--- src/rtl/elevator_scheduler.sv ---
// Single-car elevator sequencer: latches floor calls, picks the next move with a SCAN policy,
// and times per-floor travel and door dwell.
module elevator_scheduler #(
    parameter int NUM_FLOORS    = 6,
    parameter int FLOOR_W       = 3,
    parameter int TRAVEL_CYCLES = 100000000,
    parameter int DOOR_CYCLES   = 200000000
) (
    input  logic                  clk,
    input  logic                  reset,
    input  logic [NUM_FLOORS-1:0] in,
    output logic [FLOOR_W-1:0]    floor,
    output logic                  dir_up,
    output logic                  moving,
    output logic                  door_open,
    output logic [NUM_FLOORS-1:0] pending
);

    localparam int MAX_CYCLES = (TRAVEL_CYCLES > DOOR_CYCLES) ? TRAVEL_CYCLES : DOOR_CYCLES;
    localparam int TIMER_W    = $clog2(MAX_CYCLES + 1);
    localparam logic [TIMER_W-1:0] TRAVEL_LAST = TIMER_W'(TRAVEL_CYCLES - 1);
    localparam logic [TIMER_W-1:0] DOOR_LAST   = TIMER_W'(DOOR_CYCLES - 1);

    typedef enum logic [1:0] {
        IDLE      = 2'd0,
        MOVE_UP   = 2'd1,
        MOVE_DOWN = 2'd2,
        DOOR      = 2'd3
    } state_t;

    state_t               state;
    logic [TIMER_W-1:0]   timer;

    logic [FLOOR_W-1:0]   eval_floor;
    logic                 at_last;
    logic                 up_req;
    logic                 dn_req;
    logic                 here;
    state_t               d_state;
    logic                 d_dir;
    logic                 d_moving;
    logic                 d_door;
    logic                 entering_door;
    logic [NUM_FLOORS-1:0] clr;

    // Decision is evaluated against the floor the car will occupy after this edge:
    // the arrival floor on a travel terminal count, otherwise the current floor.
    always_comb begin
        at_last    = 1'b0;
        eval_floor = floor;
        case (state)
            MOVE_UP: begin
                at_last    = (timer == TRAVEL_LAST);
                eval_floor = floor + FLOOR_W'(1);
            end
            MOVE_DOWN: begin
                at_last    = (timer == TRAVEL_LAST);
                eval_floor = floor - FLOOR_W'(1);
            end
            default: begin
                at_last    = 1'b0;
                eval_floor = floor;
            end
        endcase

        up_req = 1'b0;
        dn_req = 1'b0;
        here   = 1'b0;
        for (int i = 0; i < NUM_FLOORS; i++) begin
            if (FLOOR_W'(i) > eval_floor) up_req = up_req | pending[i];
            if (FLOOR_W'(i) < eval_floor) dn_req = dn_req | pending[i];
            if (FLOOR_W'(i) == eval_floor) here = here | pending[i];
        end

        d_dir = dir_up;
        if (here) begin
            d_state = DOOR;
        end else if (dir_up && up_req) begin
            d_state = MOVE_UP;
        end else if (!dir_up && dn_req) begin
            d_state = MOVE_DOWN;
        end else if (up_req) begin
            d_state = MOVE_UP;
            d_dir   = 1'b1;
        end else if (dn_req) begin
            d_state = MOVE_DOWN;
            d_dir   = 1'b0;
        end else begin
            d_state = IDLE;
        end
        d_moving = (d_state == MOVE_UP) || (d_state == MOVE_DOWN);
        d_door   = (d_state == DOOR);

        entering_door = d_door && ((state == IDLE) || at_last);
        for (int i = 0; i < NUM_FLOORS; i++) begin
            clr[i] = (FLOOR_W'(i) == eval_floor) && (entering_door || (state == DOOR));
        end
    end

    always_ff @(posedge clk) begin
        if (reset) begin
            state     <= IDLE;
            timer     <= '0;
            floor     <= '0;
            dir_up    <= 1'b1;
            moving    <= 1'b0;
            door_open <= 1'b0;
            pending   <= '0;
        end else begin
            pending <= (pending | in) & ~clr;
            case (state)
                IDLE: begin
                    if (d_state != IDLE) begin
                        state     <= d_state;
                        dir_up    <= d_dir;
                        timer     <= '0;
                        moving    <= d_moving;
                        door_open <= d_door;
                    end
                end
                MOVE_UP, MOVE_DOWN: begin
                    if (at_last) begin
                        floor     <= eval_floor;
                        state     <= d_state;
                        dir_up    <= d_dir;
                        timer     <= '0;
                        moving    <= d_moving;
                        door_open <= d_door;
                    end else begin
                        timer <= timer + TIMER_W'(1);
                    end
                end
                DOOR: begin
                    if (timer == DOOR_LAST) begin
                        state     <= IDLE;
                        timer     <= '0;
                        moving    <= 1'b0;
                        door_open <= 1'b0;
                    end else begin
                        timer <= timer + TIMER_W'(1);
                    end
                end
                default: begin
                    state     <= IDLE;
                    timer     <= '0;
                    moving    <= 1'b0;
                    door_open <= 1'b0;
                end
            endcase
        end
    end

endmodule

--- config.mk ---
export PLATFORM = sky130hd
export DESIGN_NAME = elevator_scheduler
export DESIGN_NICKNAME = d
export VERILOG_FILES = /design/src/rtl/elevator_scheduler.sv
export SDC_FILE = /design/constraint.sdc
export NUM_CORES = 1
export LEC_CHECK = 0
export BUFFER_PORTS_ARGS = -buffer_cell sky130_fd_sc_hd__buf_2
export CORE_MARGIN = 3
export CORE_UTILIZATION = 60
export DETAILED_ROUTE_END_ITERATION = 10
export PLACE_DENSITY = 0.8
export SLEW_MARGIN = 20
export SYNTH_ARGS = -nofsm -noshare
export SYNTH_HDL_FRONTEND = slang
export SYNTH_SLANG_ARGS = --single-unit
--- constraint.sdc ---
create_clock -name clk -period 7.33 [get_ports clk]
set_input_delay 1.8325 -clock clk [delete_from_list [all_inputs] [get_ports clk]]
set_output_delay 1.8325 -clock clk [all_outputs]
set_load 0.005 [all_outputs]
# After elaboration in Yosys (flattened, before gate mapping)
# Index checks and enable logic that the tools add are counted.
classes:
  bitwise: 18
  eq_ne: 16
  order_cmp: 12
  n_addsub: 3
  n_reduce_logical: 21
  muxes: 48
op_table:
  columns: ["cell", "count"]
  rows:
  - ["2-to-1 mux 28 bit", 3]
  - ["one-hot mux 28 bit (3 select lines)", 1]
  - ["2-to-1 mux 1 bit", 31]
  - ["adder 28 x 1 -> 28 bit (second input constant)", 1]
  - ["== test 28 x 27 -> 1 bit (second input constant)", 1]
  - ["== test 28 bit (second input constant)", 1]
  - ["2-to-1 mux 2 bit", 8]
  - ["OR 1 bit", 15]
  - ["logical AND 1 bit", 9]
  - ["== test 2 bit (second input constant)", 4]
  - ["bitwise AND 6 bit", 1]
  - ["== test 2 x 3 -> 1 bit (first input constant)", 2]
  - ["== test 3 bit (first input constant)", 2]
  - ["greater-than comparator 1 x 3 -> 1 bit (first input constant)", 2]
  - ["greater-than comparator 2 x 3 -> 1 bit (first input constant)", 2]
  - ["greater-than comparator 3 bit (first input constant)", 2]
  - ["< comparator 1 x 3 -> 1 bit (first input constant)", 2]
  - ["< comparator 2 x 3 -> 1 bit (first input constant)", 2]
  - ["< comparator 3 bit (first input constant)", 2]
  - ["!= test 2 x 1 -> 1 bit (second input constant)", 3]
  - ["inverter 6 bit", 1]
  - ["OR 6 bit", 1]
  - ["one-hot mux 1 bit (3 select lines)", 2]
  - ["one-hot mux 2 bit (3 select lines)", 1]
  - ["other kinds (14)", 19]
totals:
  wordCells: 125
  in_bits: 8
  reg_bits: 42
  out_inout_bits: 12

# Longest topological paths before layout
# Gate-level depths: netlist of the first run.
depth:
  word_depth: 25
  mapped_depth: 18
  mapped_depth_nobuf: 16

# Least setup slack after synthesis of the first run
# No wires, ideal clock.
synth_path:
  path_kind: "register -> register"
  from: "reg state[0]"
  to: "reg timer[27]"
  setup_time_ns: 0.114
  period_less_slack_ns: 3.921
  t_arrival_ns: 3.807
  required_ns: 7.216
  stages_incl_launch_ff: 18
  setup_slack_ns: 3.409
  path_buffers: 2
  cell_sequence: "dfxtp_1 > inv_1 > ha_1 > fa_1 > nand2_1 > nor2_1 > a221o_1 > a211oi_1 > a211oi_1 > ha_1 > and2_1 > clkbuf_1 > or3_1 > clkbuf_1 > nor3_1 > nand4_1 > xor2_1 > nor2_1"
synth_via:
  elab_chain_cells: 21
  elab_cells_between_ends: 69
  cone_classes: "order compare (12); eq/ne (9); mux (27); bitwise (15); reduce/logical (6)"
synth_rtl:
  columns: ["element", "line_no", "rtl"]
  rows:
  - ["from (decl)", "31", "state_t state;"]
  - ["from (signal assigned)", "114", "state <= d_state;"]
  - ["from (signal assigned)", "124", "state <= d_state;"]
  - ["== test 2 bit or == test 2 x 1 -> 1 bit (tied branches)", "51, 111", null]
  - ["one-hot mux 3 bit (2 select lines)", "51", "case (state)"]
  - ["< comparator 1 x 3 -> 1 bit", "71", "if (FLOOR_W'(i) < eval_floor) dn_req = dn_req | pending[i];"]
  - ["2-to-1 mux 1 bit", "71", null]
  - ["OR 1 bit", "71", null]
  - ["2-to-1 mux 1 bit", "71", null]
  - ["OR 1 bit", "71", null]
  - ["2-to-1 mux 1 bit", "71", null]
  - ["[... 5 more ...]", null, null]
  - ["2-to-1 mux 1 bit", "71", null]
  - ["2-to-1 mux 2 bit", "85", "end else if (dn_req) begin"]
  - ["2-to-1 mux 2 bit", "82", "end else if (up_req) begin"]
  - ["2-to-1 mux 2 bit", "80", "end else if (!dir_up && dn_req) begin"]
  - ["2-to-1 mux 2 bit", "78", "end else if (dir_up && up_req) begin"]
  - ["2-to-1 mux 2 bit", "76", "if (here) begin"]
  - ["nonzero test 2 bit", "113", "if (d_state != IDLE) begin"]
  - ["!= test 2 x 1 -> 1 bit (no line)", null, null]
  - ["to (signal assigned)", "130", "timer <= timer + TIMER_W'(1);"]
  - ["to (signal assigned)", "140", "timer <= timer + TIMER_W'(1);"]
  - ["to (decl)", "32", "logic [TIMER_W-1:0] timer;"]
# Several ways; a longest one is shown, not always the timed one.
# A chain may end at the register's enable or synchronous reset.

# Final worst setup path of the first run
layout_path:
  from: "reg floor[0]"
  to: "reg timer[27]"
layout_via:
  elab_chain_cells: 21
  elab_cells_between_ends: 63
  cone_classes: "add/sub (2); order compare (12); eq/ne (6); mux (24); bitwise (15); reduce/logical (4)"
layout_rtl:
  columns: ["element", "line_no", "rtl"]
  rows:
  - ["from (decl)", "12", "output logic [FLOOR_W-1:0] floor,"]
  - ["from (signal assigned)", "123", "floor <= eval_floor;"]
  - ["subtractor 3 x 1 -> 3 bit or adder 3 x 1 -> 3 bit (tied branches)", "58, 54", null]
  - ["one-hot mux 3 bit (2 select lines) *", "51", null]
  - ["< comparator 1 x 3 -> 1 bit", "71", null]
  - ["2-to-1 mux 1 bit", "71", null]
  - ["OR 1 bit", "71", null]
  - ["2-to-1 mux 1 bit", "71", null]
  - ["OR 1 bit", "71", null]
  - ["2-to-1 mux 1 bit", "71", null]
  - ["[... 5 more ...]", null, null]
  - ["2-to-1 mux 1 bit", "71", null]
  - ["2-to-1 mux 2 bit", "85", null]
  - ["2-to-1 mux 2 bit", "82", null]
  - ["2-to-1 mux 2 bit", "80", null]
  - ["2-to-1 mux 2 bit", "78", null]
  - ["2-to-1 mux 2 bit *", "76", null]
  - ["nonzero test 2 bit *", "113", null]
  - ["!= test 2 x 1 -> 1 bit (no line) *", null, null]
# Mark *: on every way between the ends. The rest lies on a longest branch, timed or not.

==> impl_metrics.tcl, run 1 <==
set metrics [dict create \
    worstSetupPathType "reg2reg" \
    synthCells 315 \
    synth_area_sq_mm 0.00257 \
    synth_fp_nets 331 \
    drc 0 \
    peakVddDrop_mv 0.267 \
    grt_pass1_wl_um 9850 \
    die_width_um 71.4 \
    endpoint "timer[27]$_SDFFE_PP0P_" \
    placementRows 23 \
    io_pins 20 \
    drive_above_1_share 0.116 \
    timing.rr.end "timer[27]$_SDFFE_PP0P_" \
    track_usage 0.237 \
    postCtsHoldBufs 0 \
    dp_hpwl_um 4010 \
    async_reset_ff_frac 0 \
    die_y_um 71.4 \
    ctsResizeCount 0 \
    skew_ns 0.0131 \
    maxCapViolCount 0 \
    power_density_mw_per_mm2 287 \
    wl_um 5670 \
    syn_area_per_cell_sq_um 8.15 \
    rsz0062_at_grt "false" \
    diodes 0 \
    p_leak_nw 0.902 \
    end_kind "flip-flop" \
    post_cts_buffers 0 \
    synth-edff-count 0 \
    via_count 2341 \
    grt_max_degree 34 \
    antenna_found_initial 0 \
    worstSkewPairLatency_ns 0.31 \
    r2r_cells 13 \
    timing.final.crit_period_ns 4.94 \
    fin_tns_setup_ns 0 \
    hold_violations 0 \
    cts_tree "yes" \
    max_freq_mhz 203 \
    synth_seq_cells 42 \
    max_slew_margin 0.400 \
    worst_pin_slew_ns 0.899 \
    pre_cts_slack_ns 2.52 \
    path_clk_slew_ns 0.08 \
    area_growth_pct 7.36 \
    htree_levels 2 \
    start_kind "flip-flop" \
    maxSlewViolCount 0 \
    portBuffers 19 \
    setup_violations 0 \
    startpoint "floor[0]$_SDFFE_PP0P_" \
    finalNetCount 343 \
    status "complete, no violations" \
    gp_congestion 0.934 \
    initial_utilization 0.633 \
    synthDistinctLibCells 54 \
    min_period_over_period 0.673 \
    antenna_left 0 \
    die_area_sq_mm 0.00510 \
    ctsLongestPathBuffers 2 \
    arrival_ns 5.13 \
    rr_startpoint "floor[0]$_SDFFE_PP0P_" \
    cts.sinks 42 \
    drtIter0Drc 241 \
    regToRegSetupSlack_ns 2.39 \
    crit_fanout 28 \
    required_ns 7.53 \
    via_per_inst 6.19 \
    hp-class "reg2reg" \
    setup_slack_ns 2.39 \
    grt_pass1_vias 2136 \
    wl_per_cell_um 15.0 \
    core_sq_mm 0.00406 \
    cts_made_buffers 5 \
    yosys_warnings 0 \
    yosysSeqAreaShare 0.327 \
    synth-main-ff-cell "dfxtp_1" \
    drt_pass1_iterations 4 \
    grt-ovfl-total 0 \
    root_buffer "clkbuf_8" \
]
==> cells by family after synthesis <==
kind of cell / after synthesis / share of synthesized area
compound gates: 68 / 0.193
xor+xnor: 16 / 0.0546
fa+ha+maj: 8 / 0.0419
buf+inv: 22 / 0.0375
flops: 42 / 0.327
mux: 7 / 0.0273
simple gates: 152 / 0.318
==> flip-flops by register name, summed over array words and instances, names as in the netlist <==
name and count:
dir_up 1, moving 1, pending 6, floor 3
timer 28, door_open 1, state 2
==> layer usage <==
layer | track usage | vias up | wire length [um] | part of all wire
met4 | 0.0626 | 0 | 57 | 0.010
li1 | - | 1196 | - | -
met2 | 0.356 | 63 | 2400 | 0.42
met3 | 0.0435 | 7 | 306 | 0.054
met1 | 0.351 | 1075 | 2900 | 0.51
met5 | 0 | - | 0 | 0
==> worst max-delay path, stage by stage (launching register included) <==
cell and delay (ns):
dfxtp_1 0.92, fa_1 0.61, nand2b_1 0.28, o2bb2ai_1 0.18
o21ai_0 0.09, a211oi_1 0.49, a211oi_1 0.22, ha_1 0.27
and2_1 0.43, or3_1 0.58, nor3_1 0.40, nand4_1 0.16
xor2_1 0.14, nor2_1 0.05
==> per-stage QoR <==
stage	instances	power [W]	utilization	cell area [sq um]	hold slack (ns)
finish	378	0.000790	0.679	2760	0.465
global route	378	0.000850	0.679	2760	0.486
CTS	378	0.000789	0.679	2760	0.462
detailed placement	370	0.000632	0.656	2660	0.449
global placement	370	0.000628	0.656	2660	0.443
floorplan	315	0.000552	-	2570	0.449
==> how the worst min path moves through the flow <==
| stage | startpoint | to | slack, ns | cells after the start |
|---|---|---|---|---|
| after global routing | door_open$_SDFFE_PP0P_ | door_open$_SDFFE_PP0P_ | 0.49 | 2 |
| after global placement | moving$_SDFFE_PP0P_ | moving$_SDFFE_PP0P_ | 0.44 | 2 |
| after CTS | door_open$_SDFFE_PP0P_ | door_open$_SDFFE_PP0P_ | 0.46 | 2 |
| after floorplan | timer[1]$_SDFFE_PP0P_ | timer[1]$_SDFFE_PP0P_ | 0.45 | 2 |
| after detailed placement | door_open$_SDFFE_PP0P_ | door_open$_SDFFE_PP0P_ | 0.45 | 2 |
| final | door_open$_SDFFE_PP0P_ | door_open$_SDFFE_PP0P_ | 0.47 | 2 |
==> cell usage after synthesis, drive strengths merged, types with 7 or more instances <==
cell type   n  area [sq um]
a31oi      13          81.3
xnor2       7          61.3
a21oi      12          60.1
xor2        9          78.8
or4        15           116
clkbuf      9          33.8
o21ai       9          45.0
nand2      34           128
nand3      22           110
nor2       34           128
a211oi     11          82.6
nand4       9          56.3
mux2i       7          70.1
dfxtp      42           841
inv         7          26.3
ha          7          87.6
==> power by group <==
group,internal [W],switching (W)
clock,0.0000687,0.0000871
combinational,0.000133,0.000239
sequential,0.000246,0.0000175
total,0.000447,0.000343
==> area by class of cell <==
type / instances / area (sq um)
Clock inverter: 3 / 25.0
Multi-Input combinational cell: 251 / 1630
Sequential cell: 42 / 841
Clock buffer: 5 / 68.8
Inverter: 7 / 26.3
Tap cell: 50 / 62.6
Timing Repair Buffer: 20 / 103
Fill cell: 351 / 1300
==> layout by cell type (no fill, tap or decap), types with 5 or more instances in the layout <==
master | synthesis | layout
or4_1 | 14 | 14
nor2_1 | 34 | 34
xor2_1 | 9 | 9
dfxtp_1 | 42 | 42
ha_1 | 7 | 7
a31oi_1 | 13 | 13
buf_2 | 2 | 19
or3_1 | 5 | 5
nand2_1 | 34 | 34
o21ai_0 | 9 | 9
nand4_1 | 9 | 9
nand3_1 | 22 | 22
a21oi_1 | 12 | 12
a211oi_1 | 11 | 11
mux2i_1 | 7 | 7
inv_1 | 7 | 7
clkbuf_8 | 0 | 5
xnor2_1 | 7 | 7
nand4b_1 | 6 | 6
No activity file was read; power rests on OpenSTA's default activity.
==> run 2, diff against run 1 <==
Settings changed: CORE_UTILIZATION 60 to 54, PLACE_DENSITY 0.8 to 0.76.
Clock period 7.33 ns to 4.2 ns, I/O delays scaled along.
==> run 2 against run 1 <==
Net effect: combinational power rose by 99%; sequential share of layout area fell by 1.4 points; non-clock buffer count grew 6; die area grew 10%; cell area increased by 4.7%; global-route usage increased by 0.76 points; utilization is 3.4 points lower; fmax increased by 25%; largest power group unchanged; worst hold slack worse by 0.0077 ns; clock-buffer cell count stayed put; sequential power is 75% higher; highest routed layer unchanged.
==> impl_metrics.tcl, run 2 (synthesis results as in run 1) <==
set metrics [dict create \
    arrival_ns 4.15 \
    grt_max_degree 34 \
    peakVddDrop_mv 0.476 \
    status "complete, no violations" \
    path_clk_slew_ns 0.09 \
    timing.rr.end "timer[27]$_SDFFE_PP0P_" \
    finalNetCount 349 \
    root_buffer "clkbuf_8" \
    diodes 0 \
    end_kind "flip-flop" \
    portBuffers 19 \
    r2r_cells 16 \
    via_per_inst 6.34 \
    regMostFlops "timer" \
    largest_reg_flops 28 \
    grt-ovfl-total 0 \
    timing.final.crit_period_ns 3.94 \
    track_usage 0.245 \
    ctsLongestPathBuffers 2 \
    maxCapViolCount 0 \
    grt_pass1_wl_um 10700 \
    dp_hpwl_um 4250 \
    placementRows 24 \
    die_y_um 75.0 \
    hold_depth 2 \
    worstSkewPairLatency_ns 0.31 \
    max_freq_mhz 254 \
    grt_pass1_vias 2190 \
    regToRegSetupSlack_ns 0.26 \
    die_area_sq_mm 0.00562 \
    rsz0062_at_grt "false" \
    io_pins 20 \
    drive_above_1_share 0.153 \
    wl_per_cell_um 16.0 \
    reg_top3 "timer x28, pending x6, floor x3" \
    wl_um 6170 \
    gp_congestion 0.844 \
    max_slew_margin 0.582 \
    top_layer "met4" \
    cpMaxStageDelayCell "or3_4" \
    p_leak_nw 0.978 \
    required_ns 4.41 \
    crit_fanout 5 \
    skew_ns 0.00939 \
    wl_met1_um 3040 \
    htree_levels 2 \
    power_density_mw_per_mm2 551 \
    maxSlewViolCount 0 \
    wl_met3_um 372 \
    fin_tns_setup_ns 0 \
    endpoint "timer[27]$_SDFFE_PP0P_" \
    min_period_over_period 0.938 \
    route.met2.wl_um 2670 \
    initial_utilization 0.574 \
    hold_violations 0 \
    instances_no_fill 386 \
    drc 0 \
    worst_pin_slew_ns 0.627 \
    dp.cells 377 \
    antenna_left 0 \
    layout_common_cells "42 x dfxtp_1, 34 x nand2_1, 33 x nor2_1" \
    final_common_cell "dfxtp_1" \
    cts_made_buffers 5 \
    setup_violations 0 \
    rr_startpoint "state[0]$_SDFFE_PP0P_" \
    start_kind "flip-flop" \
    startpoint "state[0]$_SDFFE_PP0P_" \
    die_width_um 75.0 \
    drtIter0Drc 221 \
    drt_pass1_iterations 4 \
    cts_tree "yes" \
    worstSetupPathType "reg2reg" \
    via_count 2447 \
    cts.sinks 42 \
    core_sq_mm 0.00447 \
    area_growth_pct 12.4 \
    path_cells "inv_1 > ha_1 > fa_1 > xnor2_2 > or3_1 > nand2_1 > mux2i_2 > o21bai_1 > inv_1 > ha_1 > and2_1 > or3_4 > nor3_4 > nand4_1 > xor2_1 > nor2_1" \
    antenna_found_initial 0 \
    hp-class "reg2reg" \
    hold-worst-slack_ns 0.457 \
    fillCellCount 383 \
    cp_slowest_stage_delay_ns 0.44 \
]
-- run 2: worst min path at each step --
| stage | from | to | slack (ns) |
|---|---|---|---|
| final | moving$_SDFFE_PP0P_ | moving$_SDFFE_PP0P_ | 0.46 |
| after global routing | door_open$_SDFFE_PP0P_ | door_open$_SDFFE_PP0P_ | 0.49 |
| after CTS | moving$_SDFFE_PP0P_ | moving$_SDFFE_PP0P_ | 0.46 |
| after detailed placement | moving$_SDFFE_PP0P_ | moving$_SDFFE_PP0P_ | 0.45 |
| after global placement | moving$_SDFFE_PP0P_ | moving$_SDFFE_PP0P_ | 0.44 |
| after floorplan | timer[1]$_SDFFE_PP0P_ | timer[1]$_SDFFE_PP0P_ | 0.45 |
-- run 2: report_power, final --
part | switching, W | leakage, nW | internal (W) | total (W)
Clock | 0.000152 | 0.0683 | 0.000238 | 0.000390
Combinational | 0.000455 | 0.569 | 0.000284 | 0.000739
Sequential | 0.0000319 | 0.341 | 0.000429 | 0.000461
-- run 2: final cells by class --
class | count | area (sq um) | area share
clock inverter | 3 | 68.8 | 0.0239
inverter | 7 | 26.3 | 0.00911
sequential | 42 | 841 | 0.291
tap | 52 | 65.1 | 0.0225
multi-input combinational | 251 | 1670 | 0.578
clock buffer | 5 | 68.8 | 0.0239
timing repair buffer | 26 | 148 | 0.0512
-- run 2: routing by layer --
metal,global-route usage,up-vias
li1,-,1212
met1,0.363,1155
met2,0.359,70
met3,0.0427,10
met4,0.0791,0
met5,0,-
-- run 2: worst max-delay path: cells and delay by family (launching register included) --
family	cells	cell delay, ns
XOR/XNOR	2	0.35
adder cells (fa/ha/maj)	3	0.88
AO/OA/AOI/OAI	1	0.18
buffers and inverters	2	0.18
flip-flops	1	0.37
AND/OR/NAND/NOR	7	1.59
multiplexers	1	0.31
-- run 2: through the flow --
| stage | area (sq um) | total power [W] | utilization | worst slack [ns] |
|---|---|---|---|---|
| 3_3_place_gp | 2700 | 0.00114 | 0.604 | 0.303 |
| 5_1_grt | 2890 | 0.00169 | 0.645 | 0.0412 |
| 6_report | 2890 | 0.00159 | 0.645 | 0.259 |
| 2_1_floorplan | 2570 | 0.000963 | - | 0.279 |
| 4_1_cts | 2840 | 0.00155 | 0.635 | 0.0662 |
| 3_5_place_dp | 2700 | 0.00115 | 0.604 | 0.0970 |
-- run 2: repair_timing --
action / CTS / global route
hold buffers: 0 / 0
resized for setup: 0 / 9
buffers inserted: 0 / 1
endpoints found under the setup margin: 0 / 9
==> run 3, diff against run 2 <==
Settings changed: CAP_MARGIN from default to 40, CORE_MARGIN 3 to default.
==> run 3 against run 2 <==
Net effect: the flow now finishes with violations (design-rule violations); combinational power fell by 2%; first-iteration DRC count is 12% lower; sequential cell count unchanged; die area down 10%; fmax fell by 1.6%; via count grew 0.33%; global-route usage grew 0.22 points; cell count down 0.26%; sequential share of layout area grew 0.70 points; worst hold slack is essentially flat; clock-buffer cell count up 2; critical path type unchanged; largest power group unchanged.
==> impl_metrics.tcl, run 3 (synthesis results as in run 1) <==
set metrics [dict create \
    status "finished, violations left" \
    violations "design-rule violations" \
    r2r_cells 15 \
    grtUsageMet3 0.0627 \
    worstSkewPairLatency_ns 0.29 \
    min_to "door_open$_SDFFE_PP0P_" \
    antenna_left 0 \
    fillCellCount 401 \
    die_y_um 71.0 \
    stdcell_area_sq_mm 0.00282 \
    worst_pin_slew_ns 0.611 \
    cts_made_buffers 5 \
    maxSlewViolCount 0 \
    antenna_found_initial 0 \
    pre_cts_slack_ns 0.135 \
    p_leak_nw 0.943 \
    via_count 2455 \
    max_slew_margin 0.593 \
    layout_common_cells "42 x dfxtp_1, 33 x nor2_1, 33 x nand2_1" \
    drt_pass1_iterations 8 \
    postCtsHoldBufs 0 \
    placementRows 24 \
    drtIter0Drc 194 \
    grt_pass1_wl_um 9980 \
    timing.rr.end "timer[27]$_SDFFE_PP0P_" \
    path_clk_slew_ns 0.08 \
    io_pins 20 \
    multiInputGateArea_sq_mm 0.00166 \
    initial_utilization 0.574 \
    cts_tree "yes" \
    grt_pass1_vias 2130 \
    peakVddDrop_mv 0.422 \
    htree_levels 2 \
    use_met1 0.372 \
    post-route-util 0.630 \
    grt-ovfl-total 0 \
    track_usage 0.247 \
    crit_fanout 6 \
    start_kind "flip-flop" \
    rr_startpoint "state[0]$_SDFFE_PP0P_" \
    die_area_sq_mm 0.00503 \
    finalNetCount 349 \
    root_buffer "clkbuf_8" \
    regToRegSetupSlack_ns 0.20 \
    setup_slack_ns 0.196 \
    timing.final.crit_period_ns 4.00 \
    area_growth_pct 9.75 \
    via_per_inst 6.38 \
    grt_busiest_layer "met1" \
    hold_violations 0 \
    portBuffers 19 \
    regMostFlops "timer" \
    power_density_mw_per_mm2 507 \
    maxCapViolCount 0 \
    ctsLongestPathBuffers 2 \
    wl_per_cell_um 15.5 \
    hold_depth 2 \
    setup_violations 0 \
    final_common_cell "dfxtp_1" \
    hold-worst-slack_ns 0.457 \
    drive_above_1_share 0.138 \
    drc 1 \
    seq_area_sq_um 841 \
    max_freq_mhz 250 \
    hold_path.startpoint "door_open$_SDFFE_PP0P_" \
    grt_max_degree 34 \
    gr-usage-met2 0.347 \
    cts.sinks 42 \
    arrival_ns 4.19 \
    die_width_um 71.0 \
    min_period_over_period 0.953 \
    total_power_w 0.00143 \
    largest_reg_flops 28 \
    core_sq_mm 0.00447 \
    wl_um 5970 \
    reg_top3 "timer x28, pending x6, floor x3" \
    gp_congestion 0.889 \
    worstSetupPathType "reg2reg" \
    hp-class "reg2reg" \
    diodes 0 \
    skew_ns 0.00761 \
    dpl_cell_area_sq_mm 0.00271 \
    end_kind "flip-flop" \
    dp_hpwl_um 4150 \
    required_ns 4.39 \
]
## run 3: cell types whose count changed in the layout (fill, tap and decap cells not counted), sizes merged
| cell | change |
|---|---|
| clkbuf | +2 |
| clkinv | -1 |
| bufinv | -2 |
## run 3: what timing repair did
item                       in CTS  in global routing
resized for setup               0                  8
setup endpoints to repair       0                  8
buffers inserted                0                  0
## run 3: per-layer routing
metal | vias to the layer above | share of wire
li1 | 1208 | -
met1 | 1161 | 0.50
met2 | 79 | 0.43
met3 | 7 | 0.063
met4 | 0 | 0.0095
met5 | - | 0
## run 3: worst max path at each step
stage | cells past startpoint | from | end | slack (ns)
after CTS | 15 | state[0]$_SDFFE_PP0P_ | timer[27]$_SDFFE_PP0P_ | 0.09
after global placement | 15 | state[0]$_SDFFE_PP0P_ | timer[27]$_SDFFE_PP0P_ | 0.28
after floorplan | 17 | state[0]$_SDFFE_PP0P_ | timer[27]$_SDFFE_PP0P_ | 0.28
final | 15 | state[0]$_SDFFE_PP0P_ | timer[27]$_SDFFE_PP0P_ | 0.20
after detailed placement | 15 | state[0]$_SDFFE_PP0P_ | timer[27]$_SDFFE_PP0P_ | 0.13
after global routing | 17 | state[0]$_SDFFE_PP0P_ | timer[27]$_SDFFE_PP0P_ | -0.02
## run 3: critical path, cell delays in order (launching register included)
cell and delay (ns):
dfxtp_1 0.35, inv_1 0.08, ha_1 0.24, fa_1 0.53, nand2_1 0.18, nor2_1 0.06
a221o_1 0.36, a211oi_1 0.34, a211oi_1 0.19, ha_1 0.26, and2_1 0.16, or3_1 0.51
nor3_4 0.29, nand4_1 0.15, xor2_1 0.16, nor2_1 0.05
## run 3: power by group
group | internal (W) | total (W) | switching (W) | leakage (nW)
logic | 0.000278 | 0.000722 | 0.000444 | 0.564
registers | 0.000429 | 0.000460 | 0.0000306 | 0.341
clock network | 0.000115 | 0.000246 | 0.000131 | 0.0383
total | 0.000822 | 0.00143 | 0.000606 | 0.943
## run 3: final cells by class
class	instances	area share
Sequential cell	42	0.298
Tap cell	52	0.0231
Clock buffer	7	0.0271
Inverter	7	0.00933
Timing Repair Buffer	26	0.0524
Multi-Input combinational cell	251	0.590
## run 3: through the flow
stage,setup TNS (ns),instances
final,0,385
after global routing,-0.0219,385
after CTS,0,385
after detailed placement,0,378
after global placement,0,378
after floorplan,0,315
